--- src/rtl/rr_arbiter4_v_pkg.sv ---
// Shared constants, state encoding and output bundle for the 4-way round-robin arbiter.
package rr_arbiter4_v_pkg;

  localparam int N_REQ = 4;
  localparam int IDX_W = 2;

  typedef enum logic {
    ST_IDLE  = 1'b0,
    ST_GRANT = 1'b1
  } state_t;

  // Registered output bundle; everything the arbiter drives except o_any_req.
  typedef struct packed {
    logic [N_REQ-1:0] gnt;
    logic [IDX_W-1:0] id;
    logic             busy;
    logic             timeout;
  } gnt_s;

endpackage

--- src/rtl/rr_arbiter4_v_pick4.sv ---
// Rotating-priority picker: first set request at or after ptr, wrapping mod N_REQ.
// Also holds the OR4 reduction cell that produces the any-request flag.
module or4_v (
  input  logic [3:0] a,
  output logic       y
);
  assign y = |a;
endmodule

module rr_pick4_v
  import rr_arbiter4_v_pkg::*;
(
  input  logic [N_REQ-1:0] req,
  input  logic [IDX_W-1:0] ptr,
  output logic [N_REQ-1:0] pick,
  output logic [IDX_W-1:0] pick_id,
  output logic             valid
);

  logic             found;
  logic [IDX_W-1:0] idx;

  or4_v u_or4 (.a(req), .y(valid));

  // Walk ptr, ptr+1, ... with natural 2-bit wrap; first hit wins.
  always_comb begin
    pick    = '0;
    pick_id = '0;
    found   = 1'b0;
    idx     = '0;
    for (int i = 0; i < N_REQ; i++) begin
      idx = ptr + IDX_W'(i);
      if (!found && req[idx]) begin
        found      = 1'b1;
        pick[idx]  = 1'b1;
        pick_id    = idx;
      end
    end
  end

endmodule

--- src/rtl/rr_arbiter4_v.sv ---
// Four-client round-robin arbiter with registered one-hot grant held until release,
// owner request drop, or the hold limit forces a handover through one idle cycle.
module rr_arbiter4_v
  import rr_arbiter4_v_pkg::*;
#(
  parameter int MAX_HOLD = 8,
  parameter int CNT_W    = 4
) (
  input  logic             i_clk,
  input  logic             i_rst_n,
  input  logic [N_REQ-1:0] i_req,
  input  logic             i_release,
  output logic [N_REQ-1:0] o_gnt,
  output logic [IDX_W-1:0] o_gnt_id,
  output logic             o_busy,
  output logic             o_any_req,
  output logic             o_timeout
);

  localparam logic [CNT_W-1:0] HOLD_LIM = CNT_W'(MAX_HOLD);
  localparam logic             HOLD_EN  = (MAX_HOLD != 0);

  if ((2 ** CNT_W) <= MAX_HOLD) begin : g_bad_cnt_w
    $error("CNT_W too narrow for MAX_HOLD");
  end

  state_t           state_q, state_d;
  logic [IDX_W-1:0] ptr_q, ptr_d;
  logic [CNT_W-1:0] cnt_q, cnt_d;
  gnt_s             out_q, out_d;

  logic [N_REQ-1:0] pick;
  logic [IDX_W-1:0] pick_id;
  logic             pick_vld;
  logic             rel, lim;

  rr_pick4_v u_pick (
    .req     (i_req),
    .ptr     (ptr_q),
    .pick    (pick),
    .pick_id (pick_id),
    .valid   (pick_vld)
  );

  assign o_any_req = pick_vld;
  assign o_gnt     = out_q.gnt;
  assign o_gnt_id  = out_q.id;
  assign o_busy    = out_q.busy;
  assign o_timeout = out_q.timeout;

  always_ff @(posedge i_clk or negedge i_rst_n) begin
    if (!i_rst_n) begin
      state_q <= ST_IDLE;
      ptr_q   <= '0;
      cnt_q   <= '0;
      out_q   <= '0;
    end else begin
      state_q <= state_d;
      ptr_q   <= ptr_d;
      cnt_q   <= cnt_d;
      out_q   <= out_d;
    end
  end

  always_comb begin
    state_d       = state_q;
    ptr_d         = ptr_q;
    cnt_d         = cnt_q;
    out_d         = out_q;
    out_d.timeout = 1'b0;
    // Release outranks the hold limit, so a coincident limit never pulses timeout.
    rel           = i_release | ~i_req[out_q.id];
    lim           = HOLD_EN && (cnt_q == HOLD_LIM);
    case (state_q)
      ST_IDLE: begin
        if (pick_vld) begin
          state_d    = ST_GRANT;
          out_d.gnt  = pick;
          out_d.id   = pick_id;
          out_d.busy = 1'b1;
          cnt_d      = CNT_W'(1);
        end
      end
      ST_GRANT: begin
        if (rel || lim) begin
          state_d       = ST_IDLE;
          out_d.gnt     = '0;
          out_d.busy    = 1'b0;
          out_d.timeout = ~rel;
          ptr_d         = out_q.id + IDX_W'(1);
        end else if (cnt_q != '1) begin
          // Limit case exits above, so only the unlimited mode needs saturation here.
          cnt_d = cnt_q + CNT_W'(1);
        end
      end
      default: state_d = ST_IDLE;
    endcase
  end

endmodule

--- config.mk ---
export PLATFORM = sky130hd
export DESIGN_NAME = rr_arbiter4_v
export DESIGN_NICKNAME = d
export VERILOG_FILES = /design/src/rtl/rr_arbiter4_v_pkg.sv /design/src/rtl/rr_arbiter4_v_pick4.sv /design/src/rtl/rr_arbiter4_v.sv
export SDC_FILE = /design/constraint.sdc
export NUM_CORES = 1
export LEC_CHECK = 0
export BUFFER_PORTS_ARGS = -buffer_cell sky130_fd_sc_hd__buf_2
export CORE_ASPECT_RATIO = 0.7
export CORE_MARGIN = 1
export CORE_UTILIZATION = 56
export DETAILED_ROUTE_END_ITERATION = 10
export GPL_TIMING_DRIVEN = 0
export HOLD_SLACK_MARGIN = 0.05
export PLACE_DENSITY_LB_ADDON = 0.3
export REMOVE_ABC_BUFFERS = 1
export SYNTH_ARGS = -nofsm -noshare
export SYNTH_HDL_FRONTEND = slang
export SYNTH_SLANG_ARGS = --single-unit
--- constraint.sdc ---
create_clock -name i_clk -period 2.7 [get_ports i_clk]
set_input_delay 0.405 -clock i_clk [delete_from_list [all_inputs] [get_ports i_clk]]
set_output_delay 0.405 -clock i_clk [all_outputs]
set_load 0.01 [all_outputs]
Word-level counts from Yosys, hierarchy flattened
Cells that the tools add are included.

operators by class
  add/subtract/negate cells = 5
  magnitude comparators = 9
  equal/unequal tests = 6
  multiplexer cells = 42
  bitwise operators = 7
  reduce and logical (&&, ||, !) cells = 16

operator list
  cell                 number
  $mux 4               8
  $pmux 4 s2           2
  $lt 2x3->1 const B   5
  $mux 1               15
  $or 4x4->4           3
  $bmux 1 s2           5
  $mux 2               5
  $demux 1 s2          4
  $ge 2x1->1 const B   4
  $logic_and 1x1->1    7
  $mux 7               1
  $reduce_and 2->1     3
  $add 2x1->2 const B  2
  $add 2x2->2 const B  2
  $add 4x1->4 const B  1
  $eq 4x4->1 const B   1
  $ne 2x1->1 const B   2
  $ne 2x2->1 const B   2
  $ne 4x4->1 const B   1
  $pmux 1 s2           2
  $reduce_or 4->1      1
  $logic_not 1->1      3
  $not 1->1            3
  $reduce_and 3->1     1
  2 further kinds      2

word-level totals
  register bits = 15
  input port bits = 7
  output and inout bits = 9
  logic and storage cells = 92

Depth between registers and ports, before layout
Gate-level depths: netlist of the first run.

  depth in word-level cells = 14
  gate-level depth with buffers = 8
  depth with buffers taken out = 7

By module
From an unflattened synthesis of the first run, not the netlist that was laid out.

second synthesis, totals
  cell total of the unflattened synthesis = 133
  area total of the unflattened synthesis = 1247.4 µm²

modules (own cells, without submodules)
  module         times used  cells an instance  area an instance (µm²)  seq. area each (µm²)
  rr_arbiter4_v  1           84                 800.8                   375.4
  rr_pick4_v     1           48                 439.2                   0.0
  or4_v          1           1                  7.5                     0.0

Worst setup path before layout of the first run
OpenSTA, ideal clock, no wires.

  path kind = register to register
  start = reg ptr_q[0]
  end = reg out_q (netlist bit o_gnt[3])
  library setup time = 0.082 ns
  arrival = 2.378 ns
  data required time = 2.618 ns
  path slack = 0.240 ns
  stages on the path, launching flop included = 9
  path buffers = 1
  clock period less this slack = 2.460 ns
  cells stage by stage = dfrtp_1 buf_2 inv_1 ha_1 mux4_2 nor2b_1 nor2b_1 a222oi_1 a31oi_1

on the way
  cells in the longest elaborated chain, start to end = 14
  elaborated cells on any way between the ends = 49
  those cells by class = add/sub (3); order compare (8); mux (25); bitwise (3); reduce/logical (10)

ends and longest elaborated chain
  element                                                              RTL line                   source
  start: declaration                                                   rr_arbiter4_v.sv:28        logic [IDX_W-1:0] ptr_q, ptr_d;
  start signal: assignment                                             rr_arbiter4_v.sv:59        ptr_q <= ptr_d;
  parallel branches: the longest is 11 deep, another holds $lt 2x3->1  --
  $mux 4 *                                                             rr_arbiter4_v_pick4.sv:33  if (!found && req[idx]) begin
  $mux 7 *                                                             rr_arbiter4_v.sv:76        if (pick_vld) begin
  $pmux 4 s2 *                                                         rr_arbiter4_v.sv:74        case (state_q)
  end signal: assignment                                               rr_arbiter4_v.sv:61        out_q <= out_d;
  end: declaration                                                     rr_arbiter4_v.sv:30        gnt_s out_q, out_d;

Every way passes the cells marked *. The select of a mux whose other input is x is not followed.
A chain may end at the register's enable or synchronous reset.

Worst setup path after layout of the first run
  start = reg ptr_q[0]
  end = reg out_q (netlist bit o_gnt_id[1])

on the way
  cells in the longest elaborated chain, start to end = 12
  elaborated cells on any way between the ends = 24
  those cells by class = add/sub (3); mux (15); reduce/logical (6)

ends and longest elaborated chain
  element                                                               RTL line
  parallel branches: the longest is 11 deep, another holds $add 2x1->2  --
  $mux 2 *                                                              rr_arbiter4_v_pick4.sv:33

Marked as above.

==> run_results.csv, run 1 <==
group,metric,value,unit
sta,final.period_utilization,92.0,%
sta,hold_viol_final,0,
global_route,grt_max_degree,18,
floorplan,io-pin-count,16,
critical_path,critPathCaptureType,"flop",
logic_synthesis,synth_cell_types,38,
sta,slew_violations,0,
place,dpl.cell_count,147,
sta,tns,0,ps
drt,vias,946,
global_route,grt_pass1_wl,3.58,mm
finish,area_delta_synth_final,9.98,%
sta,max_freq,402,MHz
floorplan,die-area,2270,sq um
pwr,powerDensity,1160,nW/um^2
worst_hold_path,hold_class,"input port to flop",
floorplan,core_area,1900,sq um
drt,drtAntennaViolNets,0,
drt,drt_iter0_markers,40,
drt,wirelength,2.23,mm
logic_synthesis,yosysTopAreaCellShare,32.2,%
critical_path,crit_arrival,2690,ps
finish,final_nets,147,
place,hpwl,1.64,mm
floorplan,rows,13,
sta,clock-skew-final,6.27,ps
global_route,first_global_vias,768,
sta,fin_crit,2490,ps
cts,clockBufferDepth,2,
finish,stdcell_count,152,
run,maxCapViolations,0,
floorplan,start_util,61.3,%
floorplan,die_h,40.2,um
floorplan,dieWidth,56.5,um
drt,viasPerCell,6.22,
outcome,status,"finished, final reports clean",
pwr,ir_drop,0.832,mV
place,gp_congestion,0.876,
cts,numCtsBuffers,3,
finish,diodes,0,
sta,maxSlewHeadroom,54.2,%
place,io_buffers,15,
cts,clock_latency,280,ps
finish,nFillCells,145,
logic_synthesis,postSynthCellCount,114,
critical_path,critPathKind,"flop to flop",
logic_synthesis,synth-async-reset-ratio,100,%
logic_synthesis,synth_edf_count,0,
logic_synthesis,synth_largest_area_cell,"dfrtp_1",
cts,clk_pin_slew,90,ps
logic_synthesis,synth_area,1170,sq um
place,dpl_worst_slack,-131,ps
sta,worst_slack,215,ps
critical_path,crit_required,2910,ps
global_route,antenna_found_initial,0,
sta,holdWs,457,ps
sta,rsz0062_at_grt,"no",
logic_synthesis,yosysWarnings,0,
sta,tightest_slew,682,ps
drt,dr.pass1.iters,6,
cts,cts_tree,"built",
logic_synthesis,synth_seq_cells,15,
logic_synthesis,synth_ff_type,"dfrtp_1",
cts,clockRootBuffer,"clkbuf_4",
critical_path,worst-path-max-fanout,17,
critical_path,startpoint_type,"flop",
logic_synthesis,ys_seq_area_share,32.2,%
logic_synthesis,synthTopCellsByArea,"dfrtp_1, ha_1, mux4_2, mux4_1, a31oi_1",
global_route,grt_util_all_layers,21.8,%
finish,drive_gt1_share,25.4,%
pwr,leakagePower,0.565,nW
finish,final_util,67.4,%
sta,finalSetupViolations,0,
cts,cts.sinks,15,
logic_synthesis,syn_avg_cell_area,10.2,sq um
drt,wire_per_inst,14.7,um
drt,drc,0,
global_route,grt_overflow,0,
cts,htreeDepth,1,
Yosys cell counts (all sizes together) (2+ instances only):
| cell type | n |
|---|---|
| mux2 | 2 |
| mux2i | 3 |
| o21ai | 5 |
| nor2b | 6 |
| dfrtp | 15 |
| a222oi | 4 |
| nor3 | 3 |
| a31oi | 9 |
| a21oi | 6 |
| nand2 | 11 |
| ha | 9 |
| inv | 8 |
| o21a | 2 |
| mux4 | 5 |
| nor2 | 8 |
| buf | 3 |
stage by stage:
step | power [mW] | cell area, sq um
after floorplan | 1.14 | 1130
after global placement | 1.31 | 1240
after detailed placement | 1.35 | 1240
after CTS | 1.48 | 1280
after global routing | 1.63 | 1280
final | 1.48 | 1280
cell type report:
class | instances | area [sq um] | share of cell area [%]
clock buffers | 3 | 22.5 | 1.76
clock inverters | 1 | 5.00 | 0.390
inverters | 8 | 30.0 | 2.34
multi-input cells | 87 | 732 | 57.1
flip-flops and latches | 15 | 380 | 29.7
well taps | 22 | 27.5 | 2.15
repair buffers | 16 | 85.1 | 6.63
layer usage:
metal,track usage [%],wire [um],vias up
met5,0,0,-
met4,4.88,0,0
met3,6.13,96,0
met2,35.0,1060,34
met1,29.9,1080,446
li1,-,-,466
power breakdown:
group	leakage [nW]	switching [mW]	internal (mW)
combinational	0.367	0.454	0.424
clock	0.0177	0.0707	0.0550
sequential	0.181	0.152	0.328
total	0.565	0.676	0.807
worst max-delay path, cell delays in order, from the launching register on:
cell and delay [ps]:
dfrtp_4 560, inv_1 120, ha_1 350, mux4_2 550, nor2b_1 240, o21bai_1 110, a221o_1 300, a31oi_1 150
flip-flops by register name, indices dropped and copies added (netlist names):
register / cells
state_q: 1
o_busy: 1
cnt_q: 4
o_gnt: 4
o_timeout: 1
o_gnt_id: 2
ptr_q: 2
final timing paths:
kind / from / end / slack, ps / cells past startpoint
setup / recovery: ptr_q[0]$_DFFE_PN0N_ / o_gnt_id[1]$_DFFE_PN0P_ / 210 / 7
hold / removal: i_release / o_timeout$_DFF_PN0_ / 460 / 4
setup reg to reg: ptr_q[0]$_DFFE_PN0N_ / o_gnt_id[1]$_DFFE_PN0P_ / 210 / 7
hold reg to reg: o_busy$_DFFE_PN0P_ / o_busy$_DFFE_PN0P_ / 480 / 1
max in group asynchronous: i_rst_n / ptr_q[0]$_DFFE_PN0N_ / 1850 / 2
min in group asynchronous: i_rst_n / o_gnt[1]$_DFFE_PN0P_ / 560 / 2
placed cells by master, fill, tap and decap left out, types with 2 or more instances in the layout:
cell	synthesis	final
buf_2	1	15
dfrtp_1	15	13
nand2_1	11	11
ha_1	9	9
inv_1	8	8
nor2_1	7	7
a31oi_1	7	7
a21oi_1	6	6
o21ai_0	4	4
nor2b_1	5	4
a222oi_1	4	4
nor3_1	3	3
mux4_2	3	3
mux2i_1	3	3
clkbuf_4	0	3
mux4_1	2	2
o21a_1	2	2
a31oi_4	2	2
repair_timing:
action	4_1_cts	5_1_grt
endpoints found under the hold margin	15	0
pin swaps	0	0
setup buffers	0	0
hold buffers	1	0
gates resized for setup	1	3
setup endpoints to repair	5	5
logic make-up (layout without fill, tap and decap cells):
group | count (synthesis) | count (layout) | share of synthesized area [%]
XOR/XNOR | 1 | 1 | 0.751
multiplexers | 10 | 10 | 15.1
flip-flops | 15 | 15 | 32.2
AND/OR/NAND/NOR | 34 | 34 | 15.0
buffers and inverters | 12 | 28 | 5.26
adder cells (fa/ha/maj) | 9 | 9 | 9.66
AO/OA/AOI/OAI | 33 | 33 | 22.0
(Power assumes the default switching activity.)
==> inputs of run 2 (changes only) <==
Settings changed: CORE_UTILIZATION 56 to 40.
==> run_results.csv, run 2 (same netlist as run 1, synthesis figures left out) <==
group,metric,value,unit
outcome,status,"finished, final reports clean",
global_route,grt_pass1_wl,3.81,mm
sta,tightest_slew,653,ps
drt,viasPerCell,5.78,
drt,drc,0,
pwr,leakagePower,0.567,nW
drt,drtAntennaViolNets,0,
worst_hold_path,hold_class,"input port to asynchronous set/reset pin",
cts,clockRootBuffer,"clkbuf_8",
drt,wirelength,2.28,mm
cts,post_cts_buffers,0,
cts,cts.sinks,15,
finish,area_delta_synth_final,12.1,%
floorplan,rows,15,
global_route,grt_max_degree,18,
cts,clk_pin_slew,60,ps
finish,drive_gt1_share,25.6,%
place,hpwl,1.74,mm
floorplan,start_util,44.7,%
critical_path,crit_required,2860,ps
floorplan,dieWidth,66.5,um
cts,cts_tree,"built",
pwr,powerDensity,1190,nW/um^2
global_route,grt_overflow,0,
cts,clockBufferDepth,2,
finish,final_nets,146,
floorplan,io-pin-count,16,
finish,multi_input_area,734,sq um
finish,diodes,0,
sta,slew_violations,0,
sta,holdWs,50.9,ps
floorplan,core_area,2610,sq um
cts,numCtsBuffers,3,
drt,vias,942,
critical_path,critPathKind,"flop to flop",
cts,cts_resized,2,
global_route,first_global_vias,825,
drt,wire_per_inst,14.0,um
cts,cts_hold_buf,0,
sta,fin_crit,2470,ps
cts,htreeDepth,1,
floorplan,die-area,3140,sq um
sta,final.period_utilization,91.4,%
sta,maxSlewHeadroom,56.2,%
sta,finalSetupViolations,0,
finish,ff_latch_area,380,sq um
global_route,grt_util_all_layers,16.8,%
pwr,ir_drop,0.451,mV
global_route,antenna_found_initial,0,
drt,dr.pass1.iters,4,
critical_path,critPathCaptureType,"flop",
finish,mostFrequentLayoutCells,"buf_2, dfrtp_1, nand2_1, ha_1, inv_1",
critical_path,worst-path-max-fanout,17,
run,maxCapViolations,0,
sta,hold_viol_final,0,
place,gp_congestion,0.790,
sta,clock-skew-final,1.55,ps
finish,nFillCells,242,
drt,drt_iter0_markers,86,
cts,clock_latency,240,ps
sta,rsz0062_at_grt,"no",
critical_path,crit_arrival,2630,ps
place,io_buffers,15,
finish,final_util,50.1,%
sta,max_freq,405,MHz
critical_path,startpoint_type,"flop",
floorplan,die_h,47.2,um
finish,final_common_cell,"buf_2",
[run 2: final cells by class]
cell class              instances  area share [%]
inverters                       8            2.30
repair buffers                 15            5.74
multi-input cells              87            56.2
clock buffers                   4            3.44
flip-flops and latches         15            29.1
well taps                      34            3.25
[run 2: final timing paths]
check / startpoint / end / slack (ps) / cells past startpoint
max: ptr_q[0]$_DFFE_PN0N_ / o_gnt[3]$_DFFE_PN0P_ / 230 / 7
min: i_rst_n / o_gnt[1]$_DFFE_PN0P_ / 50 / 1
max reg2reg: ptr_q[0]$_DFFE_PN0N_ / o_gnt[3]$_DFFE_PN0P_ / 230 / 7
min reg2reg: o_busy$_DFFE_PN0P_ / o_busy$_DFFE_PN0P_ / 480 / 1
max in group asynchronous: i_rst_n / ptr_q[0]$_DFFE_PN0N_ / 2380 / 1
min in group i_clk: i_release / o_timeout$_DFF_PN0_ / 470 / 4
[run 2: layer usage]
| metal | up-vias | wire length, um | GRT usage [%] |
|---|---|---|---|
| met2 | 31 | 942 | 23.7 |
| met3 | 2 | 140 | 5.10 |
| met4 | 0 | 19 | 3.83 |
| li1 | 458 | - | - |
| met1 | 451 | 1180 | 25.0 |
| met5 | - | 0 | 0 |
[run 2: critical path, cell delays in order (launching register included)]
cell      delay (ps)
dfrtp_4          550
inv_1            120
ha_1             370
mux4_2           570
nor2b_2          200
nor2b_2          240
a222oi_1         130
a31oi_1          200
[run 2: metrics by stage]
step	cells	power [mW]	setup TNS, ps	cell area, sq um	setup slack, ps
after floorplan	110	1.14	0	1130	241
after global placement	159	1.33	-216	1250	-85.3
after detailed placement	159	1.36	-592	1250	-162
after CTS	163	1.54	0	1300	40.2
after global routing	163	1.69	0	1310	68.7
final	163	1.55	0	1310	232
[run 2: where the power goes]
group	switching (mW)	total (mW)	internal, mW
combinational	0.463	0.890	0.426
sequential	0.157	0.486	0.329
clock	0.0702	0.174	0.104
total	0.690	1.55	0.860
